## src/rtl/sort_fuc_pkg.sv

```systemverilog
// Shared widths, FSM state and row-buffer entry type for the counting sorter.
// Width localparams are derived from the sorter-level configuration constants.
package sort_fuc_pkg;
    localparam int SORT_FUC_MAX_NUM    = 1024;
    localparam int SORT_FUC_BK_NUM     = 4;
    localparam int SORT_FUC_REPEAT_NUM = 16;
    localparam int SORT_PRU_BUF_DEPTH  = 4;

    localparam int CNT_W  = $clog2(SORT_FUC_REPEAT_NUM);
    localparam int BK_W   = $clog2(SORT_FUC_BK_NUM);
    localparam int DEPTH  = SORT_FUC_MAX_NUM / SORT_FUC_BK_NUM;
    localparam int ADDR_W = $clog2(DEPTH);
    localparam int ROW_W  = CNT_W * SORT_FUC_BK_NUM;
    localparam int VAL_W  = $clog2(SORT_FUC_MAX_NUM);
    localparam int FCNT_W = $clog2(SORT_PRU_BUF_DEPTH + 1);

    typedef enum logic [1:0] {
        PRU_IDLE,
        PRU_SCAN,
        PRU_DRAIN,
        PRU_DONE
    } pru_state_t;

    typedef struct packed {
        logic [ADDR_W-1:0] addr;
        logic [ROW_W-1:0]  data;
    } pru_row_t;

    function automatic logic [CNT_W-1:0] bank_cnt(input logic [ROW_W-1:0] row,
                                                  input logic [BK_W-1:0]  bk);
        return row[bk*CNT_W +: CNT_W];
    endfunction
endpackage

```

## src/rtl/sort_pru_row_fifo.sv

```systemverilog
// Row buffer between the count-memory read return and the expander.
// Pushes into a full FIFO are dropped and flagged by an assertion.
module sort_pru_row_fifo
    import sort_fuc_pkg::*;
#(
    parameter int WIDTH = $bits(pru_row_t),
    parameter int N_ENT = SORT_PRU_BUF_DEPTH
) (
    input  logic                          clk,
    input  logic                          rst,
    input  logic                          push,
    input  logic [WIDTH-1:0]              din,
    input  logic                          pop,
    output logic [WIDTH-1:0]              head,
    output logic                          empty,
    output logic [$clog2(N_ENT+1)-1:0]    cnt
);
    localparam int PTR_W = (N_ENT > 1) ? $clog2(N_ENT) : 1;
    localparam int CW    = $clog2(N_ENT + 1);

    logic [WIDTH-1:0] mem [N_ENT];
    logic [PTR_W-1:0] wr_ptr, rd_ptr;
    logic             full, do_push, do_pop;

    assign full    = (cnt == CW'(N_ENT));
    assign empty   = (cnt == '0);
    assign do_push = push && !full;
    assign do_pop  = pop && !empty;
    assign head    = mem[rd_ptr];

    function automatic logic [PTR_W-1:0] nxt(input logic [PTR_W-1:0] p);
        return (p == PTR_W'(N_ENT-1)) ? '0 : p + 1'b1;
    endfunction

    always_ff @(posedge clk) begin
        if (do_push) mem[wr_ptr] <= din;
    end

    always_ff @(posedge clk or posedge rst) begin
        if (rst) begin
            wr_ptr <= '0;
            rd_ptr <= '0;
            cnt    <= '0;
        end else begin
            if (do_push) wr_ptr <= nxt(wr_ptr);
            if (do_pop)  rd_ptr <= nxt(rd_ptr);
            case ({do_push, do_pop})
                2'b10:   cnt <= cnt + 1'b1;
                2'b01:   cnt <= cnt - 1'b1;
                default: cnt <= cnt;
            endcase
        end
    end

    // The issue credit must keep returns from ever landing on a full buffer.
    no_overflow: assert property (@(posedge clk) disable iff (rst) !(push && full));
endmodule

```

## src/rtl/sort_pru_unit.sv

```systemverilog
// Pop/readout unit: scans and clears every count row, expands bank counts into a sorted stream.
// Define SORT_PRU_ZERO_SKIP_EN to jump over zero banks in the same cycle instead of stepping.
module sort_pru_unit
    import sort_fuc_pkg::*;
(
    input  logic              clk,
    input  logic              rst,
    input  logic              ctrl2pru_start_i,
    input  logic              cntu2ctrl_wr_done_vld_i,
    output logic              pru2ctrl_busy_o,
    output logic              pru2ctrl_done_o,
    output logic              pru2cnt_rd_vld_o,
    output logic [ADDR_W-1:0] pru2cnt_rd_addr_o,
    input  logic              cnt2pru_rd_vld_i,
    input  logic [ADDR_W-1:0] cnt2pru_rd_addr_i,
    input  logic [ROW_W-1:0]  cnt2pru_rd_data_i,
    output logic              pru2out_vld_o,
    output logic [VAL_W-1:0]  pru2out_data_o,
    input  logic              out2pru_rdy_i
);
    pru_state_t        state, state_nxt;
    logic [ADDR_W-1:0] scan_ptr;
    logic [1:0]        outstanding;
    logic [FCNT_W:0]   inflight;
    logic [FCNT_W-1:0] fifo_cnt;
    logic              issue, ret, pop, fifo_empty;
    pru_row_t          ret_row, head;

    logic [BK_W-1:0]   bk_ptr, eff_bk;
    logic [CNT_W-1:0]  rep, cur_cnt;
    logic              rep_vld, nz_found, exp_act, out_vld, fire, bank_done;

    // Credit counts both rows in flight and rows already buffered.
    assign inflight = (FCNT_W+1)'(outstanding) + (FCNT_W+1)'(fifo_cnt);
    assign issue    = (state == PRU_SCAN) && (inflight < (FCNT_W+1)'(SORT_PRU_BUF_DEPTH));
    assign ret      = cnt2pru_rd_vld_i && (state != PRU_IDLE) && (outstanding != 2'd0);
    assign ret_row  = '{addr: cnt2pru_rd_addr_i, data: cnt2pru_rd_data_i};

    sort_pru_row_fifo u_row_fifo (
        .clk   (clk),
        .rst   (rst),
        .push  (ret),
        .din   (ret_row),
        .pop   (pop),
        .head  (head),
        .empty (fifo_empty),
        .cnt   (fifo_cnt)
    );

    always_ff @(posedge clk or posedge rst) begin
        if (rst) begin
            state       <= PRU_IDLE;
            scan_ptr    <= '0;
            outstanding <= '0;
        end else begin
            state <= state_nxt;
            if (state == PRU_IDLE) scan_ptr <= '0;
            else if (issue)        scan_ptr <= scan_ptr + 1'b1;
            case ({issue, ret})
                2'b10:   outstanding <= outstanding + 1'b1;
                2'b01:   outstanding <= outstanding - 1'b1;
                default: outstanding <= outstanding;
            endcase
        end
    end

    always_comb begin
        state_nxt        = state;
        pru2ctrl_busy_o  = (state != PRU_IDLE);
        pru2ctrl_done_o  = (state == PRU_DONE);
        pru2cnt_rd_vld_o = issue;
        case (state)
            PRU_IDLE:  if (ctrl2pru_start_i && cntu2ctrl_wr_done_vld_i) state_nxt = PRU_SCAN;
            PRU_SCAN:  if (issue && scan_ptr == ADDR_W'(DEPTH-1)) state_nxt = PRU_DRAIN;
            // Looks through the pop of the last entry so done follows the final beat by one cycle.
            PRU_DRAIN: if (outstanding == 2'd0 &&
                           (fifo_empty || (fifo_cnt == FCNT_W'(1) && pop))) state_nxt = PRU_DONE;
            PRU_DONE:  state_nxt = PRU_IDLE;
            default:   state_nxt = PRU_IDLE;
        endcase
    end

    assign pru2cnt_rd_addr_o = scan_ptr;

`ifdef SORT_PRU_ZERO_SKIP_EN
    // Lowest nonzero bank at or above bk_ptr; none found means the row is spent.
    always_comb begin
        nz_found = 1'b0;
        eff_bk   = bk_ptr;
        for (int i = SORT_FUC_BK_NUM-1; i >= 0; i--) begin
            if (i >= int'(bk_ptr) && bank_cnt(head.data, BK_W'(i)) != '0) begin
                nz_found = 1'b1;
                eff_bk   = BK_W'(i);
            end
        end
    end
`else
    assign nz_found = 1'b1;
    assign eff_bk   = bk_ptr;
`endif

    assign exp_act   = !fifo_empty;
    assign cur_cnt   = rep_vld ? rep : bank_cnt(head.data, eff_bk);
    assign out_vld   = exp_act && nz_found && (cur_cnt != '0);
    assign fire      = out_vld && out2pru_rdy_i;
    assign bank_done = exp_act && (!nz_found || cur_cnt == '0 || (fire && cur_cnt == CNT_W'(1)));
    assign pop       = bank_done && (!nz_found || eff_bk == BK_W'(SORT_FUC_BK_NUM-1));

    always_ff @(posedge clk or posedge rst) begin
        if (rst) begin
            bk_ptr  <= '0;
            rep     <= '0;
            rep_vld <= 1'b0;
        end else if (bank_done) begin
            rep_vld <= 1'b0;
            bk_ptr  <= pop ? '0 : eff_bk + 1'b1;
        end else if (fire) begin
            rep     <= cur_cnt - 1'b1;
            rep_vld <= 1'b1;
            bk_ptr  <= eff_bk;
        end
    end

    assign pru2out_vld_o  = out_vld;
    assign pru2out_data_o = out_vld ? {head.addr, eff_bk} : '0;
endmodule

```

## config.mk

```make
export PLATFORM = sky130hd
export DESIGN_NAME = sort_pru_unit
export DESIGN_NICKNAME = d
export VERILOG_FILES = /design/src/rtl/sort_fuc_pkg.sv /design/src/rtl/sort_pru_row_fifo.sv /design/src/rtl/sort_pru_unit.sv
export SDC_FILE = /design/constraint.sdc
export NUM_CORES = 1
export LEC_CHECK = 0
export ABC_AREA = 1
export ABC_CLOCK_PERIOD_IN_PS = 3490
export CORE_AREA = 2 2 96 135
export CTS_CLUSTER_DIAMETER = 50
export CTS_CLUSTER_SIZE = 25
export DETAILED_ROUTE_END_ITERATION = 10
export DIE_AREA = 0 0 98 137
export GPL_ROUTABILITY_DRIVEN = 0
export PLACE_DENSITY_LB_ADDON = 0.05
export SLEW_MARGIN = 15
export SYNTH_ARGS = -nofsm -noshare
export SYNTH_HDL_FRONTEND = slang
export SYNTH_SLANG_ARGS = --single-unit
```

## constraint.sdc

```tcl
create_clock -name clk -period 3.49 [get_ports clk]
set_input_delay 1.047 -clock clk [delete_from_list [all_inputs] [get_ports clk]]
set_output_delay 1.047 -clock clk [all_outputs]
set_load 0.01 [all_outputs]
```

==> results.sh <==
export IMPL_pwr_share_seq=0.314
export IMPL_cap_violations=0
export IMPL_r2r_end="u_row_fifo.cnt[2]$_DFFE_PP0P_"
export IMPL_holdWs_ps=476.1
export IMPL_top_layer="met4"
export IMPL_yosys_cell_types_count=32
export IMPL_grt_max_degree=29
export IMPL_setup_viol=11
export IMPL_diodes=0
export IMPL_grt_pass1_vias=3840
export IMPL_firstDrtPassIters=4
export IMPL_root_buffer="clkbuf_16"
export IMPL_synthesis_nets=516
export IMPL_area_delta_synth_final_pct=30.34
export IMPL_vias=3710
export IMPL_wire_per_inst_um=16.49
export IMPL_place_ws_ps=-274.7
export IMPL_core_rowCount=48
export IMPL_finalMaxSlewViolations=0
export IMPL_r2r_cells=21
export IMPL_p_switching_w=0.002413
export IMPL_start_kind="flop"
export IMPL_syn_area_mm2=0.005358
export IMPL_powerDensity_mw_per_mm2=944.4
export IMPL_numCtsBuffers=17
export IMPL_holdCritPathClass="flop to flop"
export IMPL_switching_share=0.3659
export IMPL_cp_required_ps=2440
export IMPL_cts_buffer_depth=2
export IMPL_fin_skew_ps=10.06
export IMPL_synth_cells=466
export IMPL_relSlewSlack=0.7382
export IMPL_wl_met2_um=6177
export IMPL_io_pins=52
export IMPL_violations="negative setup slack"
export IMPL_coreArea_mm2=0.01219
export IMPL_power_leakage_nw=2.731
export IMPL_arrival_ps=2650
export IMPL_syn_area_per_cell_um2=11.50
export IMPL_cts_tree="built"
export IMPL_yosysWarnings=0
export IMPL_synth_edf_count=96
export IMPL_dp_hpwl_um=7576
export IMPL_period_share=1.060
export IMPL_synth_top_area_cell="edfxtp_1"
export IMPL_clock_sinks=122
export IMPL_utilization=0.5728
export IMPL_drt_total_wl_um=11890
export IMPL_grt_antenna_before_repair=0
export IMPL_initial_utilization=0.4394
export IMPL_run_status="complete, but fails checks"
export IMPL_p_clk_frac=0.266
export IMPL_met1_length_um=5013
export IMPL_grt_usage=0.1882
export IMPL_peakVddDrop_mv=0.4908
export IMPL_min_to="rep[3]$_DFFE_PP0P_"
export IMPL_grt_pass1_wl_um=19260
export IMPL_portBuffers=51
export IMPL_internal_power_w=0.004182
export IMPL_hold_start="rep[3]$_DFFE_PP0P_"
export IMPL_ys_top_cells_by_area="edfxtp_1, dfrtp_1, nand2_1"
export IMPL_async_flop_share=0.2131
export IMPL_drcViolationCount=0
export IMPL_synth_top_area_frac=0.5381
export IMPL_max_freq_ghz=0.2704
export IMPL_antenna_left=0
export IMPL_rsz0062_at_grt="yes"
export IMPL_synth_ff_type="edfxtp_1"
export IMPL_drive_gt1_frac=0.2259
export IMPL_via_per_inst=5.146
export IMPL_tightest_slew_ps=392.7
export IMPL_ys_ff_latch=122
export IMPL_wl_met3_um=414
export IMPL_crit_type="flop to output pin"
export IMPL_cp_max_fo=5
export IMPL_die_y_um=137
export IMPL_reg2reg_from="u_row_fifo.rd_ptr[0]$_DFFE_PP0P_"
export IMPL_place_area_mm2=0.006177
export IMPL_finalInstanceArea_mm2=0.006983
export IMPL_overflow=0
export IMPL_reg2reg_slack_ps=410
export IMPL_p_comb_frac=0.420
export IMPL_clk_pin_slew_worst_paths_ps=50
export IMPL_finalCriticalPeriod_ps=3698
export IMPL_drt_iter0_markers=220
export IMPL_die_area_mm2=0.01343
export IMPL_worst_slack_ps=-207.9
export IMPL_hold_viol=0
export IMPL_endpoint_kind="output pin"
export IMPL_clock_latency_ps=410
export IMPL_htreeDepth=4
export IMPL_num_nets_final=608
export IMPL_seq_area_frac_synth=0.6595
export IMPL_hold_depth=2
export IMPL_die_w_um=98
-- cell families (layout without fill, tap and decap cells) --
logic type | after synthesis | in the layout | synth area share
adder cells (fa/ha/maj) | 20 | 20 | 0.04671
XOR/XNOR | 6 | 6 | 0.009808
AO/OA/AOI/OAI | 79 | 79 | 0.08571
flip-flops | 122 | 122 | 0.6595
AND/OR/NAND/NOR | 183 | 183 | 0.1520
buffers and inverters | 56 | 161 | 0.04624
-- worst max path at each step --
| stage | startpoint | end | slack (ps) |
|---|---|---|---|
| final | u_row_fifo.rd_ptr[0]$_DFFE_PP0P_ | pru2out_data_o[5] | -210 |
| after global routing | u_row_fifo.rd_ptr[0]$_DFFE_PP0P_ | pru2out_data_o[5] | -300 |
| after CTS | u_row_fifo.rd_ptr[0]$_DFFE_PP0P_ | pru2out_data_o[4] | -190 |
| after detailed placement | u_row_fifo.rd_ptr[0]$_DFFE_PP0P_ | pru2out_data_o[7] | -270 |
| after global placement | u_row_fifo.rd_ptr[0]$_DFFE_PP0P_ | pru2out_data_o[4] | -240 |
| after floorplan | u_row_fifo.rd_ptr[0]$_DFFE_PP0P_ | pru2out_data_o[2] | 170 |
-- power groups by stage --
stage | registers [W] | logic [W] | clock network, W
6_report | 0.00207 | 0.00277 | 0.00175
5_1_grt | 0.00210 | 0.00307 | 0.00185
4_1_cts | 0.00206 | 0.00263 | 0.00179
3_5_place_dp | 0.00206 | 0.00247 | 0
3_3_place_gp | 0.00206 | 0.00244 | 0
2_1_floorplan | 0.00201 | 0.00156 | 0
-- metrics by stage --
stage                     total power (W)  setup TNS, ps  std cells
after floorplan                  0.003575              0        466
after global placement           0.004503          -1915        675
after detailed placement         0.004535          -2177        675
after CTS                        0.006482          -1478        715
after global routing             0.007020          -2742        721
final                            0.006595          -1691        721
-- metal layers --
layer | GRT usage | vias up
met5 | 0 | -
met1 | 0.2165 | 1801
li1 | - | 1811
met4 | 0.08796 | 0
met2 | 0.3303 | 79
met3 | 0.04597 | 19
-- cells in the mapped netlist (6+ instances only) --
master    number
dfrtp_1       26
nor2_1        40
nand2_1       90
buf_2          6
edfxtp_1      96
a221oi_1       8
a21oi_1       26
o221ai_1       6
ha_1          20
inv_1         31
inv_2          6
o21ai_1        8
nand3_1       36
o21ai_0       26
-- cell usage in the layout, fill, tap and decap left out, types with 2 or more instances in the layout --
cell and count:
a21oi_1 26, a221oi_2 7, buf_12 2, buf_2 10, buf_4 30, buf_6 8
bufinv_16 3, clkbuf_16 17, clkdlybuf4s50_1 40, clkinv_1 4, clkinv_4 3, clkinvlp_4 2
dfrtp_1 24, dfrtp_2 2, edfxtp_1 96, ha_1 19, inv_1 30, inv_2 5
inv_6 3, nand2_1 89, nand2_2 3, nand2_4 2, nand3_1 35, nand3_2 4
nor2_1 33, nor2_2 7, nor3_2 2, nor3b_1 2, o21ai_0 15, o21ai_1 12
o21ai_2 8, o221ai_1 5, o22ai_1 2, or2_2 3, xnor2_1 4, xor2_1 2
-- flip-flops by register name, indices dropped and copies added (netlist names) --
name	cells
u_row_fifo.cnt	3
state	2
rep_vld	1
u_row_fifo.wr_ptr	2
bk_ptr	2
pru2cnt_rd_addr_o	8
u_row_fifo.mem	96
rep	4
u_row_fifo.rd_ptr	2
outstanding	2
-- cell type report --
type,count,area [µm²]
flip-flops and latches,122,3536
repair buffers,90,805.8
inverters,39,156.4
multi-input cells,288,1698
fillers,1064,5209
clock inverters,14,170.2
well taps,150,187.7
clock buffers,18,429.2
-- worst max-delay path, stage by stage, from the launching register on --
cell and delay, ps:
dfrtp_2 510, buf_6 180, o21ai_2 50, o22ai_1 160
o21ai_1 100, o21ai_2 170, o21ai_2 80, ha_2 210
nand2_4 90, o21ai_4 60, buf_6 140, buf_6 130
a221oi_2 180, buf_2 170
-- what timing repair did --
item | in CTS | in global routing
resized for setup | 80 | 17
cloned | 2 | 0
buffers inserted | 7 | 6
hold buffers | 0 | 0
pin swaps | 12 | 12
endpoints found under the setup margin | 11 | 11
No activity file was read; power rests on OpenSTA's default activity.
